### src/rtl/urna_pkg.sv
// Shared constants, FSM state type and counter sizing for the voting keypad front end.
package urna_pkg;

  localparam int NUM_KEYS            = 12;
  localparam int KEY_CONFIRMA        = 10;
  localparam int KEY_CORRIGE         = 11;
  localparam int DEBOUNCE_CYCLES_DEF = 500000;
  localparam int GAP_CYCLES_DEF      = 2;

  typedef enum logic [2:0] {
    ST_IDLE,
    ST_ONE,
    ST_TWO,
    ST_SEND1,
    ST_GAP,
    ST_SEND2
  } state_e;

  function automatic int db_cnt_width(input int cycles);
    return $clog2(cycles + 1);
  endfunction

  localparam int DB_CNT_W_DEF = db_cnt_width(DEBOUNCE_CYCLES_DEF);

endpackage

### src/rtl/urna_debounce.sv
// Two-flop synchroniser followed by a down-counting debouncer for one raw line.
module urna_debounce
  import urna_pkg::*;
#(
  parameter int DEBOUNCE_CYCLES = DEBOUNCE_CYCLES_DEF
) (
  input  logic clk,
  input  logic rst,
  input  logic raw_i,
  output logic db_o
);

  localparam int            CW     = db_cnt_width(DEBOUNCE_CYCLES);
  localparam logic [CW-1:0] RELOAD = CW'(DEBOUNCE_CYCLES - 1);

  logic          sync1_q;
  logic          sync2_q;
  logic          db_q;
  logic [CW-1:0] cnt_q;

  // Counter reloads whenever input agrees with output, so any bounce restarts it.
  always_ff @(posedge clk or posedge rst) begin
    if (rst) begin
      sync1_q <= 1'b0;
      sync2_q <= 1'b0;
      db_q    <= 1'b0;
      cnt_q   <= RELOAD;
    end else begin
      sync1_q <= raw_i;
      sync2_q <= sync1_q;
      if (sync2_q == db_q) begin
        cnt_q <= RELOAD;
      end else if (cnt_q == '0) begin
        db_q  <= sync2_q;
        cnt_q <= RELOAD;
      end else begin
        cnt_q <= cnt_q - CW'(1);
      end
    end
  end

  assign db_o = db_q;

endmodule

### src/rtl/urna_teclado.sv
// Keypad front end: debounced keys, press encoder, two-digit entry buffer and replay FSM.
//   state | meaning
//   IDLE  | no digits buffered
//   ONE   | first digit held in d1
//   TWO   | both digits held, waiting for CONFIRMA/CORRIGE
//   SEND1 | strobe d1
//   GAP   | hold d1 for GAP_CYCLES idle cycles
//   SEND2 | strobe d2, then back to IDLE
module urna_teclado
  import urna_pkg::*;
#(
  parameter int DEBOUNCE_CYCLES = DEBOUNCE_CYCLES_DEF,
  parameter int GAP_CYCLES      = GAP_CYCLES_DEF
) (
  input  logic                clk,
  input  logic                rst,
  input  logic [NUM_KEYS-1:0] key_raw_i,
  input  logic                finish_raw_i,
  output logic [3:0]          digit_o,
  output logic                valid_o,
  output logic                finish_o,
  output logic                busy_o,
  output logic [1:0]          entry_count_o
);

  localparam int            GW         = (GAP_CYCLES > 1) ? $clog2(GAP_CYCLES) : 1;
  localparam logic [GW-1:0] GAP_RELOAD = GW'(GAP_CYCLES - 1);
  localparam logic [3:0]    IDX_CONF   = 4'(KEY_CONFIRMA);
  localparam logic [3:0]    IDX_CORR   = 4'(KEY_CORRIGE);

  logic [NUM_KEYS:0]   raw_all;
  logic [NUM_KEYS:0]   db_all;
  logic [NUM_KEYS-1:0] keys_db;
  logic                fin_db;

  assign raw_all = {finish_raw_i, key_raw_i};

  for (genvar i = 0; i <= NUM_KEYS; i++) begin : g_db
    urna_debounce #(.DEBOUNCE_CYCLES(DEBOUNCE_CYCLES)) u_db (
      .clk   (clk),
      .rst   (rst),
      .raw_i (raw_all[i]),
      .db_o  (db_all[i])
    );
  end

  assign keys_db = db_all[NUM_KEYS-1:0];
  assign fin_db  = db_all[NUM_KEYS];

  logic [NUM_KEYS-1:0] keys_prev_q;
  logic                evt_q;
  logic [3:0]          evt_key_q;
  logic [3:0]          key_idx_d;
  logic                press_d;

  always_comb begin
    key_idx_d = '0;
    for (int i = 0; i < NUM_KEYS; i++) begin
      if (keys_db[i]) key_idx_d = 4'(i);
    end
    // Only a clean single key rising out of all-released counts; chords never do.
    press_d = (keys_prev_q == '0) && $onehot(keys_db);
  end

  always_ff @(posedge clk or posedge rst) begin
    if (rst) begin
      keys_prev_q <= '0;
      evt_q       <= 1'b0;
      evt_key_q   <= '0;
    end else begin
      keys_prev_q <= keys_db;
      evt_q       <= press_d;
      evt_key_q   <= key_idx_d;
    end
  end

  state_e        state_q;
  logic [3:0]    d1_q, d2_q;
  logic [3:0]    digit_q;
  logic          valid_q, finish_q, busy_q;
  logic [1:0]    entry_q;
  logic [GW-1:0] gap_q;
  logic          digit_ev, conf_ev, corr_ev, fin_rise;

  assign digit_ev = evt_q && (evt_key_q <= 4'd9) && !finish_q;
  assign conf_ev  = evt_q && (evt_key_q == IDX_CONF);
  assign corr_ev  = evt_q && (evt_key_q == IDX_CORR);
  assign fin_rise = fin_db && !finish_q;

  always_ff @(posedge clk or posedge rst) begin
    if (rst) begin
      state_q  <= ST_IDLE;
      d1_q     <= '0;
      d2_q     <= '0;
      digit_q  <= '0;
      valid_q  <= 1'b0;
      finish_q <= 1'b0;
      busy_q   <= 1'b0;
      entry_q  <= '0;
      gap_q    <= '0;
    end else begin
      // Finish is frozen while the replay is in flight and catches up on leaving SEND2.
      if (state_q != ST_SEND1 && state_q != ST_GAP) finish_q <= fin_db;
      case (state_q)
        ST_IDLE: begin
          if (digit_ev) begin
            d1_q    <= evt_key_q;
            entry_q <= 2'd1;
            state_q <= ST_ONE;
          end
        end
        ST_ONE: begin
          if (fin_rise || corr_ev) begin
            entry_q <= 2'd0;
            state_q <= ST_IDLE;
          end else if (digit_ev) begin
            d2_q    <= evt_key_q;
            entry_q <= 2'd2;
            state_q <= ST_TWO;
          end
        end
        ST_TWO: begin
          if (fin_rise || corr_ev) begin
            entry_q <= 2'd0;
            state_q <= ST_IDLE;
          end else if (conf_ev) begin
            digit_q <= d1_q;
            valid_q <= 1'b1;
            busy_q  <= 1'b1;
            state_q <= ST_SEND1;
          end
        end
        ST_SEND1: begin
          valid_q <= 1'b0;
          gap_q   <= GAP_RELOAD;
          state_q <= ST_GAP;
        end
        ST_GAP: begin
          if (gap_q == '0) begin
            digit_q <= d2_q;
            valid_q <= 1'b1;
            state_q <= ST_SEND2;
          end else begin
            gap_q <= gap_q - GW'(1);
          end
        end
        ST_SEND2: begin
          valid_q <= 1'b0;
          busy_q  <= 1'b0;
          entry_q <= 2'd0;
          state_q <= ST_IDLE;
        end
        default: state_q <= ST_IDLE;
      endcase
    end
  end

  assign digit_o       = digit_q;
  assign valid_o       = valid_q;
  assign finish_o      = finish_q;
  assign busy_o        = busy_q;
  assign entry_count_o = entry_q;

endmodule

### config.mk
export PLATFORM = sky130hd
export DESIGN_NAME = urna_teclado
export DESIGN_NICKNAME = d
export VERILOG_FILES = /design/src/rtl/urna_pkg.sv /design/src/rtl/urna_debounce.sv /design/src/rtl/urna_teclado.sv
export SDC_FILE = /design/constraint.sdc
export NUM_CORES = 1
export LEC_CHECK = 0
export BUFFER_PORTS_ARGS = -buffer_cell sky130_fd_sc_hd__buf_2
export CORE_ASPECT_RATIO = 0.8
export CORE_MARGIN = 4
export CORE_UTILIZATION = 50
export DETAILED_ROUTE_END_ITERATION = 12
export PLACE_DENSITY_LB_ADDON = 0.05
export REMOVE_ABC_BUFFERS = 1
export SYNTH_ARGS = -nofsm -noshare
export SYNTH_HDL_FRONTEND = slang
export SYNTH_SLANG_ARGS = --single-unit
### constraint.sdc
create_clock -name clk -period 12.6 [get_ports clk]
set_input_delay 1.26 -clock clk [delete_from_list [all_inputs] [get_ports clk]]
set_output_delay 1.26 -clock clk [all_outputs]
set_load 0.05 [all_outputs]
After elaboration in Yosys (flattened, before gate mapping)
Index checks and enable logic that the tools add are counted.
- $add $sub $neg: 25
- $mul: 0
- div/mod/pow operators: 0
- order comparisons: 1
- eq/ne operators: 30
- shift operators: 0
- mux-type cells: 60
- bitwise operators: 14
- reductions and logical operators: 50
- operators by type and width (cell ; number):
    two-way mux 19 bit ; 26
    zero test 19 bit ; 13
    subtractor 19 x 1 -> 19 bit (second input constant) ; 13
    two-way mux 4 bit ; 13
    AND reduction 2 bit ; 14
    two-way mux 3 bit ; 6
    AND reduction 4 bit ; 4
    case mux 3 bit (5 select lines) ; 1
    NOT 1 bit ; 14
    == test 1 bit ; 13
    adder 1 x 1 -> 2 bit ; 6
    zero test 12 bit ; 1
    != test 2 bit (second input constant) ; 5
    adder 2 x 2 -> 3 bit ; 3
    != test 3 bit (second input constant) ; 3
    == test 4 bit (second input constant) ; 2
    two-way mux 2 bit ; 4
    case mux 2 bit (4 select lines) ; 1
    case mux 4 bit (2 select lines) ; 1
    logical AND 1 bit ; 7
    == test 3 x 2 -> 1 bit (second input constant) ; 2
    == test 3 bit (second input constant) ; 2
    AND reduction 3 bit ; 2
    nonzero test 2 bit ; 3
    16 further kinds ; 21
- register bits: 324
- latch bits: 0
- memory bits (writable): 0
- memory bits (read-only): 0
- input port bits: 15
- output and inout port bits: 9
- logic and storage cells: 244
- memories kept: 0

Depth between registers and ports, before layout
Gate-level depths: netlist of run 1.
- depth in word-level cells: 11
- depth in mapped cells: 12
- gate-level depth less buffers: 12

Hierarchy
From an unflattened synthesis of run 1, not the netlist that was laid out.
- cells, all modules: 1509
- area total of the unflattened synthesis: 16487.1 µm²
- by module, submodules not included (module ; times used ; cells each ; area an instance (µm²) ; seq. area each (µm²)):
    urna_debounce ; 13 ; 104 ; 1126.1 ; 564.3
    urna_teclado ; 1 ; 157 ; 1848.0 ; 950.9

Worst setup path before layout of run 1
OpenSTA, ideal clock, no wires.
- path kind: flip-flop to flip-flop
- from: reg g_db[0].u_db.db_q
- to: reg evt_q
- setup time: 72 ps
- arrival time: 3451 ps
- required time: 12528 ps
- slack: 9077 ps
- cell stages (with the launch flop): 13
- path buffers: 0
- clock period less this slack: 3523 ps
- cell sequence: dfrtp_1 fa_1 fa_1 inv_1 fa_1 fa_1 inv_1 ha_1 inv_1 fa_1 nor4b_1 nand4_1 nor2_1
- word-level cells in the longest chain between the ends: 6
- ends and longest elaborated chain (what ; line ; source):
    start: declaration ; urna_debounce.sv:18 ; logic db_q;
    start signal: assignment ; urna_debounce.sv:34 ; db_q <= sync2_q;
    adder 1 x 1 -> 2 bit (implied by the code) ; urna_teclado.sv:62 ; press_d = (keys_prev_q == '0) && $onehot(keys_db);
    adder 2 x 2 -> 3 bit (implied by the code) ; urna_teclado.sv:62 ;
    adder 3 x 3 -> 4 bit (implied by the code) ; urna_teclado.sv:62 ;
    adder 4 x 3 -> 4 bit (implied by the code) ; urna_teclado.sv:62 ;
    == test 4 x 1 -> 1 bit ; urna_teclado.sv:62 ;
    logical AND 1 bit ; urna_teclado.sv:62 ;
    net press_d ; urna_teclado.sv:54 ; logic press_d;
    end signal: assignment ; urna_teclado.sv:72 ; evt_q <= press_d;
    end: declaration ; urna_teclado.sv:51 ; logic evt_q;
The timed path passes the listed nets, and every way through them passes these cells.
A chain may end at the register's enable or synchronous reset.

Worst setup path after layout of run 1
- from: reg g_db[5].u_db.db_q
- to: reg evt_q
- word-level cells in the longest chain between the ends: 6
- ends and longest elaborated chain (what ; line):
    start: declaration ; urna_debounce.sv:18
    start signal: assignment ; urna_debounce.sv:34
    adder 1 x 1 -> 2 bit (implied by the code) ; urna_teclado.sv:62
    adder 2 x 2 -> 3 bit (implied by the code) ; urna_teclado.sv:62
    adder 3 x 3 -> 4 bit (implied by the code) ; urna_teclado.sv:62
    adder 4 x 3 -> 4 bit (implied by the code) ; urna_teclado.sv:62
    == test 4 x 1 -> 1 bit ; urna_teclado.sv:62
    logical AND 1 bit ; urna_teclado.sv:62
    net press_d ; urna_teclado.sv:54
The timed path passes the listed nets, and every way through them passes these cells.

==> out/results.txt, run 1 <==
Status - complete, no violations
Max Root-Sink Buffers - 3
Vias in the first global route - 9138
Initial core utilization - 51.28%
GRT Overall Usage - 16.26%
WL final - 25.09 mm
DPL Wire Length - 16.42 mm
Latest clock arrival within the worst-skew pair - 0.51 ns
DR WL/cell - 13.99 um
Post-Syn Area - 14680 sq um
Core area - 28630 sq um
Die area - 32190 sq um
Post-CTS setup buffers - 0
Area Overhead vs Synth - 10.86%
RSZ-0062 raised after global routing - false
Setup Crit Path Kind - reg2reg
WP data arrival - 4.20 ns
I/O Pins - 24
Max Cap Viol - 0
Synthesized area per cell - 10.83 sq um
TNS Setup - 0 ns
Setup violations, final - 0
CTS Buf Count - 36
Hold Path Class - reg2reg
Fin crit share - 29.88%
Post-CTS sizing - 0
Startpoint class of the critical path - register
Pin count of the biggest net entering global routing - 129
Initial DRC Count - 320
Layout cell share with drive strength beyond 1 - 19.04%
PortBufs - 23
Reg clk slew, reported paths - 0.06 ns
Worst Setup End Kind - register
Final Hold Fails - 0
Width of the die - 199.6 um
Num Clock Sinks - 324
FFs w/ async S/R, synth - 100.0%
Fin util - 56.85%
Max frequency - 265.6 MHz
Final Slew Violations - 0
Root Driver - clkbuf_16
Layout net count - 1436
Fillers - 2448
Worst Skew - 0.009957 ns
Worst-path fanout max - 6
Core Rows - 55
Worst slew pin tran - 0.9200 ns
Antenna Nets Post-Route - 0
Relative slew slack - 38.53%
CTS tree - yes
Synth Register Bits - 324
Post-synthesis sequential area ratio - 56.44%
YS warnings - 0
Period minus WS final - 3.764 ns
PwrDens - 131.9 nW/um^2
Worst EP required - 13.04 ns
Synth cell types - 52
Chip height - 161.3 um
VDD IR max - 0.1102 mV
GRT overflow - 0
Mapped Cells - 1356
H-tree levels - 2
Leakage - 6.572 nW
First-pass GRT wire length - 44.41 mm
RePlAce Congestion - 0.7515
DR DRC count - 0
Vias/cell - 5.096
Cts-stage hold buffer count - 0
Via count - 9138
# diodes - 0
Ys flop type - dfrtp_1
DRT Pass-1 Iters - 5
Initial antenna violation count - 1
EDFF count, synth - 0
==> report_power, final <==
group | switching, W | internal (W) | leakage, nW
logic | 0.0000443 | 0.0000154 | 2.04
registers | 0.0000140 | 0.00107 | 3.97
clock network | 0.000401 | 0.000608 | 0.561
==> Yosys cell counts (2+ instances only) <==
| master | instances | share of area (%) |
|---|---|---|
| nand2_1 | 219 | 5.6 |
| dfrtp_1 | 181 | 31 |
| nor2_1 | 179 | 4.6 |
| dfstp_2 | 143 | 26 |
| xnor2_1 | 134 | 8.0 |
| xor2_1 | 69 | 4.1 |
| inv_1 | 47 | 1.2 |
| or4_1 | 39 | 2.0 |
| nor3_1 | 37 | 1.3 |
| nor4_1 | 31 | 1.3 |
| a21oi_1 | 22 | 0.75 |
| nand4_1 | 22 | 0.94 |
| mux2_2 | 21 | 1.6 |
| and2_1 | 20 | 0.85 |
| nor3b_1 | 19 | 0.97 |
| o31ai_1 | 18 | 0.92 |
| ha_1 | 17 | 1.4 |
| nand3_1 | 11 | 0.37 |
| o21ai_0 | 11 | 0.37 |
| or3_1 | 11 | 0.47 |
| buf_2 | 9 | 0.31 |
| nor4_2 | 9 | 0.77 |
| buf_6 | 8 | 0.61 |
| nor2b_1 | 8 | 0.34 |
| or4_4 | 8 | 0.61 |
| fa_1 | 7 | 0.95 |
| nor4b_1 | 7 | 0.42 |
| clkbuf_1 | 6 | 0.15 |
| nand2b_1 | 5 | 0.21 |
| mux2i_1 | 4 | 0.27 |
| nand3b_1 | 3 | 0.15 |
| nor3_2 | 3 | 0.20 |
| o211ai_1 | 3 | 0.15 |
| o41ai_1 | 3 | 0.18 |
| a211oi_1 | 2 | 0.10 |
| a21bo_2 | 2 | 0.14 |
| and2_4 | 2 | 0.12 |
| nor4_4 | 2 | 0.29 |
==> critical path: stages, from the launching register on <==
cell and delay (ns):
dfrtp_1 0.45, fa_1 0.53, fa_1 0.50, inv_1 0.05
fa_1 0.49, fa_1 0.40, inv_1 0.07, ha_1 0.17
inv_1 0.06, fa_1 0.37, a2111oi_0 0.42, a21oi_1 0.09
nor2_1 0.09
==> cells by family after synthesis <==
| kind of cell | count (synthesis) | share of synthesized area (%) |
|---|---|---|
| AND/OR/NAND/NOR | 640 | 21.77 |
| flip-flops | 324 | 56.44 |
| XOR/XNOR | 203 | 12.11 |
| buffers and inverters | 70 | 2.275 |
| AO/OA/AOI/OAI | 69 | 3.034 |
| multiplexers | 26 | 1.960 |
| adder cells (fa/ha/maj) | 24 | 2.403 |
==> routing by layer <==
| metal | up-vias | wire length [um] | GRT usage [%] |
|---|---|---|---|
| met5 | - | 13 | 0 |
| li1 | 4643 | - | - |
| met4 | 2 | 476 | 4.228 |
| met3 | 38 | 809 | 3.191 |
| met2 | 88 | 10390 | 23.44 |
| met1 | 4367 | 13400 | 25.25 |
==> cell usage in the layout (no fill, tap or decap), types with 20 or more instances in the layout <==
cell / netlist / final
nand4_1: 22 / 22
a21oi_1: 22 / 22
nand2_1: 219 / 219
clkbuf_16: 0 / 37
inv_1: 47 / 46
xnor2_1: 134 / 134
and2_1: 20 / 20
nor3_1: 37 / 37
nor2_1: 179 / 179
mux2_2: 21 / 21
nor4_1: 31 / 31
dfstp_2: 143 / 143
xor2_1: 69 / 69
or4_1: 39 / 39
dfrtp_1: 181 / 181
buf_2: 9 / 23
==> through the flow <==
step	hold WS [ns]	power [W]	setup slack, ns	instances	cell area, sq um
4_1_cts	0.3460	0.002189	8.786	1793	16280
5_1_grt	0.3508	0.002249	8.583	1793	16280
3_5_place_dp	0.3347	0.001159	8.803	1729	15130
6_report	0.3425	0.002147	8.836	1793	16280
2_1_floorplan	0.3312	0.001136	2.607	1333	14520
3_3_place_gp	0.3318	0.001158	8.958	1729	15130
==> cell type report <==
cell class              instances  area, sq um  share of cell area, %
clock buffers                  57         1081                  6.642
clock inverters                 7        62.56                 0.3844
inverters                      47        183.9                  1.130
multi-input cells             962         6061                  37.24
flip-flops and latches        324         8287                  50.91
well taps                     370        462.9                  2.844
repair buffers                 26        137.6                 0.8456
==> path summary, 6_finish.rpt <==
check / startpoint / cells past startpoint / endpoint / slack, ns
hold reg to reg: g_db[0].u_db.sync1_q / 0 / g_db[0].u_db.sync2_q / 0.34
setup reg to reg: g_db[5].u_db.db_o / 12 / evt_q / 8.84
hold / removal: g_db[0].u_db.sync1_q / 0 / g_db[0].u_db.sync2_q / 0.34
max in group asynchronous: rst / 3 / g_db[8].u_db.cnt_q[10] / 10.30
min in group asynchronous: rst / 2 / g_db[6].u_db.cnt_q[11] / 0.91
setup / recovery: g_db[5].u_db.db_o / 12 / evt_q / 8.84
==> flip-flops by register name (all words and copies together) (netlist names) <==
register	cells
d2_q	4
evt_key_q	4
busy_o	1
g_db.u_db.sync2_q	13
digit_o	4
keys_prev_q	12
g_db.u_db.cnt_q	247
g_db.u_db.sync1_q	13
entry_count_o	2
d1_q	4
valid_o	1
evt_q	1
state_q	3
gap_q	1
g_db.u_db.db_o	13
finish_o	1
Note: power is estimated with default switching activity, not from simulation.
==> inputs of run 2 (changes only) <==
- clock period: 12.6 -> 3.21 ns (I/O delays scaled with it)
==> run 2 against run 1 <==
The flow now finishes with violations (negative setup slack). Combinational power rose to 4.3 times the previous value. Register-to-register slack worse by 9.3 ns. Clock skew increased by 0.0058 ns. Setup slack worse by 9.3 ns. Via count is 1.7% higher. Sequential cell count unchanged. Critical path depth stayed put. Final cell count grew 1.5%. Die area did not move. Total power grew to 4.0 times the previous value. Largest cell class unchanged. Largest power group unchanged. Highest routed layer is now met4.
==> out/results.txt, run 2 (synthesized netlist as in run 1, its figures left out) <==
Worst Skew - 0.01579 ns (+0.005832 ns)
Reg clk slew, reported paths - 0.06 ns (about the same)
WL final - 25.43 mm (+1.4%)
Worst EP required - 3.65 ns (-9.39 ns)
Initial DRC Count - 398 (+24%)
Initial core utilization - 51.28% (unchanged)
Pin count of the biggest net entering global routing - 95 (-26%)
Leakage - 6.760 nW (+2.9%)
Reg2Reg Depth - 12 (unchanged)
GRT Overall Usage - 16.22% (-0.048 points)
Latest clock arrival within the worst-skew pair - 0.52 ns (about the same)
Power share of the combinational group - 3.0% (+0.2 points)
Final instance area - 16650 sq um (+2.3%)
Final Slew Violations - 0 (unchanged)
Antenna Nets Post-Route - 0 (unchanged)
Die area - 32190 sq um (unchanged)
Vias/cell - 5.109 (+0.25%)
Max reg flops - 247 (unchanged)
DRT Pass-1 Iters - 5 (unchanged)
Setup violations, final - 1 (+1)
Startpoint class of the critical path - register
H-tree levels - 2 (unchanged)
Max frequency - 271.6 MHz (+2.2%)
Initial antenna violation count - 0 (-1)
Top reg by flops - g_db.u_db.cnt_q
Placement Cell Area - 15280 sq um (+0.98%)
Failing checks - negative setup slack
Clock share of power - 48.2% (+1.2 points)
Num Clock Sinks - 324 (unchanged)
CTS Buf Count - 36 (unchanged)
Switching share of total power - 21.19% (-0.19 points)
Switching power - 0.001836 W (+300%)
DPL Wire Length - 16.92 mm (+3.0%)
PwrDens - 520.5 nW/um^2 (+290%)
Max Cap Viol - 0 (unchanged)
Int Pwr - 0.006831 W (+300%)
Via count - 9294 (+1.7%)
DR WL/cell - 13.98 um (about the same)
Worst slew pin tran - 0.7329 ns (-0.1871 ns)
Max Root-Sink Buffers - 3 (unchanged)
Layout net count - 1463 (+1.9%)
PortBufs - 23 (unchanged)
Vias in the first global route - 9036 (-1.1%)
Area Overhead vs Synth - 13.41%
# diodes - 0 (unchanged)
Final Hold Fails - 0 (unchanged)
VDD IR max - 0.4604 mV (+320%)
Worst-path fanout max - 2 (-4)
RePlAce Congestion - 0.7956 (+5.9%)
Worst Setup End Kind - register
Final WS setup - -0.4718 ns (-9.307 ns)
TNS Setup - -0.4718 ns (-0.4718 ns)
Design Power - 0.008667 W (+300%)
Chip height - 161.3 um (unchanged)
Setup Crit Path Kind - reg2reg
Status - finished, violations left
First-pass GRT wire length - 44.08 mm (-0.75%)
Fillers - 2399 (-2.0%)
RSZ-0062 raised after global routing - true
Sequential share of power - 48.9% (-1.4 points)
Core area - 28630 sq um (unchanged)
CTS tree - yes
GRT overflow - 0 (unchanged)
Hold path depth - 0 (unchanged)
Most common cell after layout, fill and taps aside - nand2_1
Layout cell share with drive strength beyond 1 - 19.94% (+0.90 points)
DR DRC count - 0 (unchanged)
Period minus WS final - 3.682 ns (-0.08255 ns)
WP data arrival - 4.13 ns (-0.07 ns)
Core Rows - 55 (unchanged)
I/O Pins - 24 (unchanged)
Relative slew slack - 50.69% (+12 points)
Fin crit share - 114.7% (+85 points)
Width of the die - 199.6 um (unchanged)
Root Driver - clkbuf_16
Hold Path Class - reg2reg
Most frequent cells in the layout - nand2_1 (219), dfrtp_1 (181), nor2_1 (179)
run 2: changes by cell type in the layout (fill, tap and decap cells not counted), sizes merged:
cell         change
dlygate4sd3     +14
bufinv           +2
inv              +1
clkinv           -3
buf             +13
clkbuf           -1
run 2: power groups by stage:
stage | combinational (W) | clock, W | sequential (W)
2_1_floorplan | 0.000174 | 0 | 0.00429
3_3_place_gp | 0.000254 | 0 | 0.00430
3_5_place_dp | 0.000255 | 0 | 0.00430
4_1_cts | 0.000269 | 0.00432 | 0.00424
5_1_grt | 0.000304 | 0.00450 | 0.00424
6_report | 0.000256 | 0.00418 | 0.00424
run 2: metrics by stage:
| step | utilization, % | hold slack (ns) | std cells | setup slack, ns |
|---|---|---|---|---|
| 3_3_place_gp | 53.37 | 0.3346 | 1742 | -0.3765 |
| 5_1_grt | 58.16 | 0.3521 | 1819 | -0.6639 |
| 3_5_place_dp | 53.37 | 0.3355 | 1742 | -0.4839 |
| 2_1_floorplan | - | 0.3312 | 1333 | -5.844 |
| 4_1_cts | 58.10 | 0.3481 | 1819 | -0.4313 |
| 6_report | 58.16 | 0.3469 | 1819 | -0.4718 |
run 2: path summary, 6_finish.rpt:
path                                  startpoint                     to  slack [ns]
setup / recovery               g_db[3].u_db.db_o                  evt_q       -0.47
hold / removal             g_db[11].u_db.sync1_q  g_db[11].u_db.sync2_q        0.35
setup reg to reg               g_db[3].u_db.db_o                  evt_q       -0.47
hold reg to reg            g_db[11].u_db.sync1_q  g_db[11].u_db.sync2_q        0.35
max in group asynchronous                    rst  g_db[5].u_db.cnt_q[1]        1.91
min in group asynchronous                    rst  g_db[6].u_db.cnt_q[9]        0.46
run 2: critical path, cell delays in order (launching register included):
cell and delay, ns:
dfrtp_1 0.40, fa_1 0.51, fa_1 0.51, inv_1 0.05, fa_1 0.49, fa_1 0.41
inv_1 0.07, ha_2 0.19, inv_2 0.04, fa_1 0.49, nor4b_4 0.24, nand4_1 0.12
nor2_1 0.11
run 2: layout make-up:
cell class | instances | area (sq um) | area share [%]
Sequential cell | 324 | 8287 | 49.77
Multi-Input combinational cell | 962 | 6085 | 36.54
Clock buffer | 56 | 1087 | 6.530
Tap cell | 370 | 462.9 | 2.780
Timing Repair Buffer | 53 | 425.4 | 2.555
Inverter | 47 | 183.9 | 1.105
Clock inverter | 7 | 118.9 | 0.7139
run 2: what timing repair did:
item	CTS	global route
endpoints found under the setup margin	1	1
hold buffers	14	0
pin swaps	0	3
hold endpoints to repair	68	0
buffers inserted	0	0
gates resized for setup	2	4
run 2: per-layer routing:
layer  wire (um)  part of all wire (%)  global-route usage (%)
met5           0                     0                       0
met3         915                   3.6                   3.295
met4         472                   1.9                   4.475
met1       12990                    51                   24.78
met2       11050                    43                   23.60
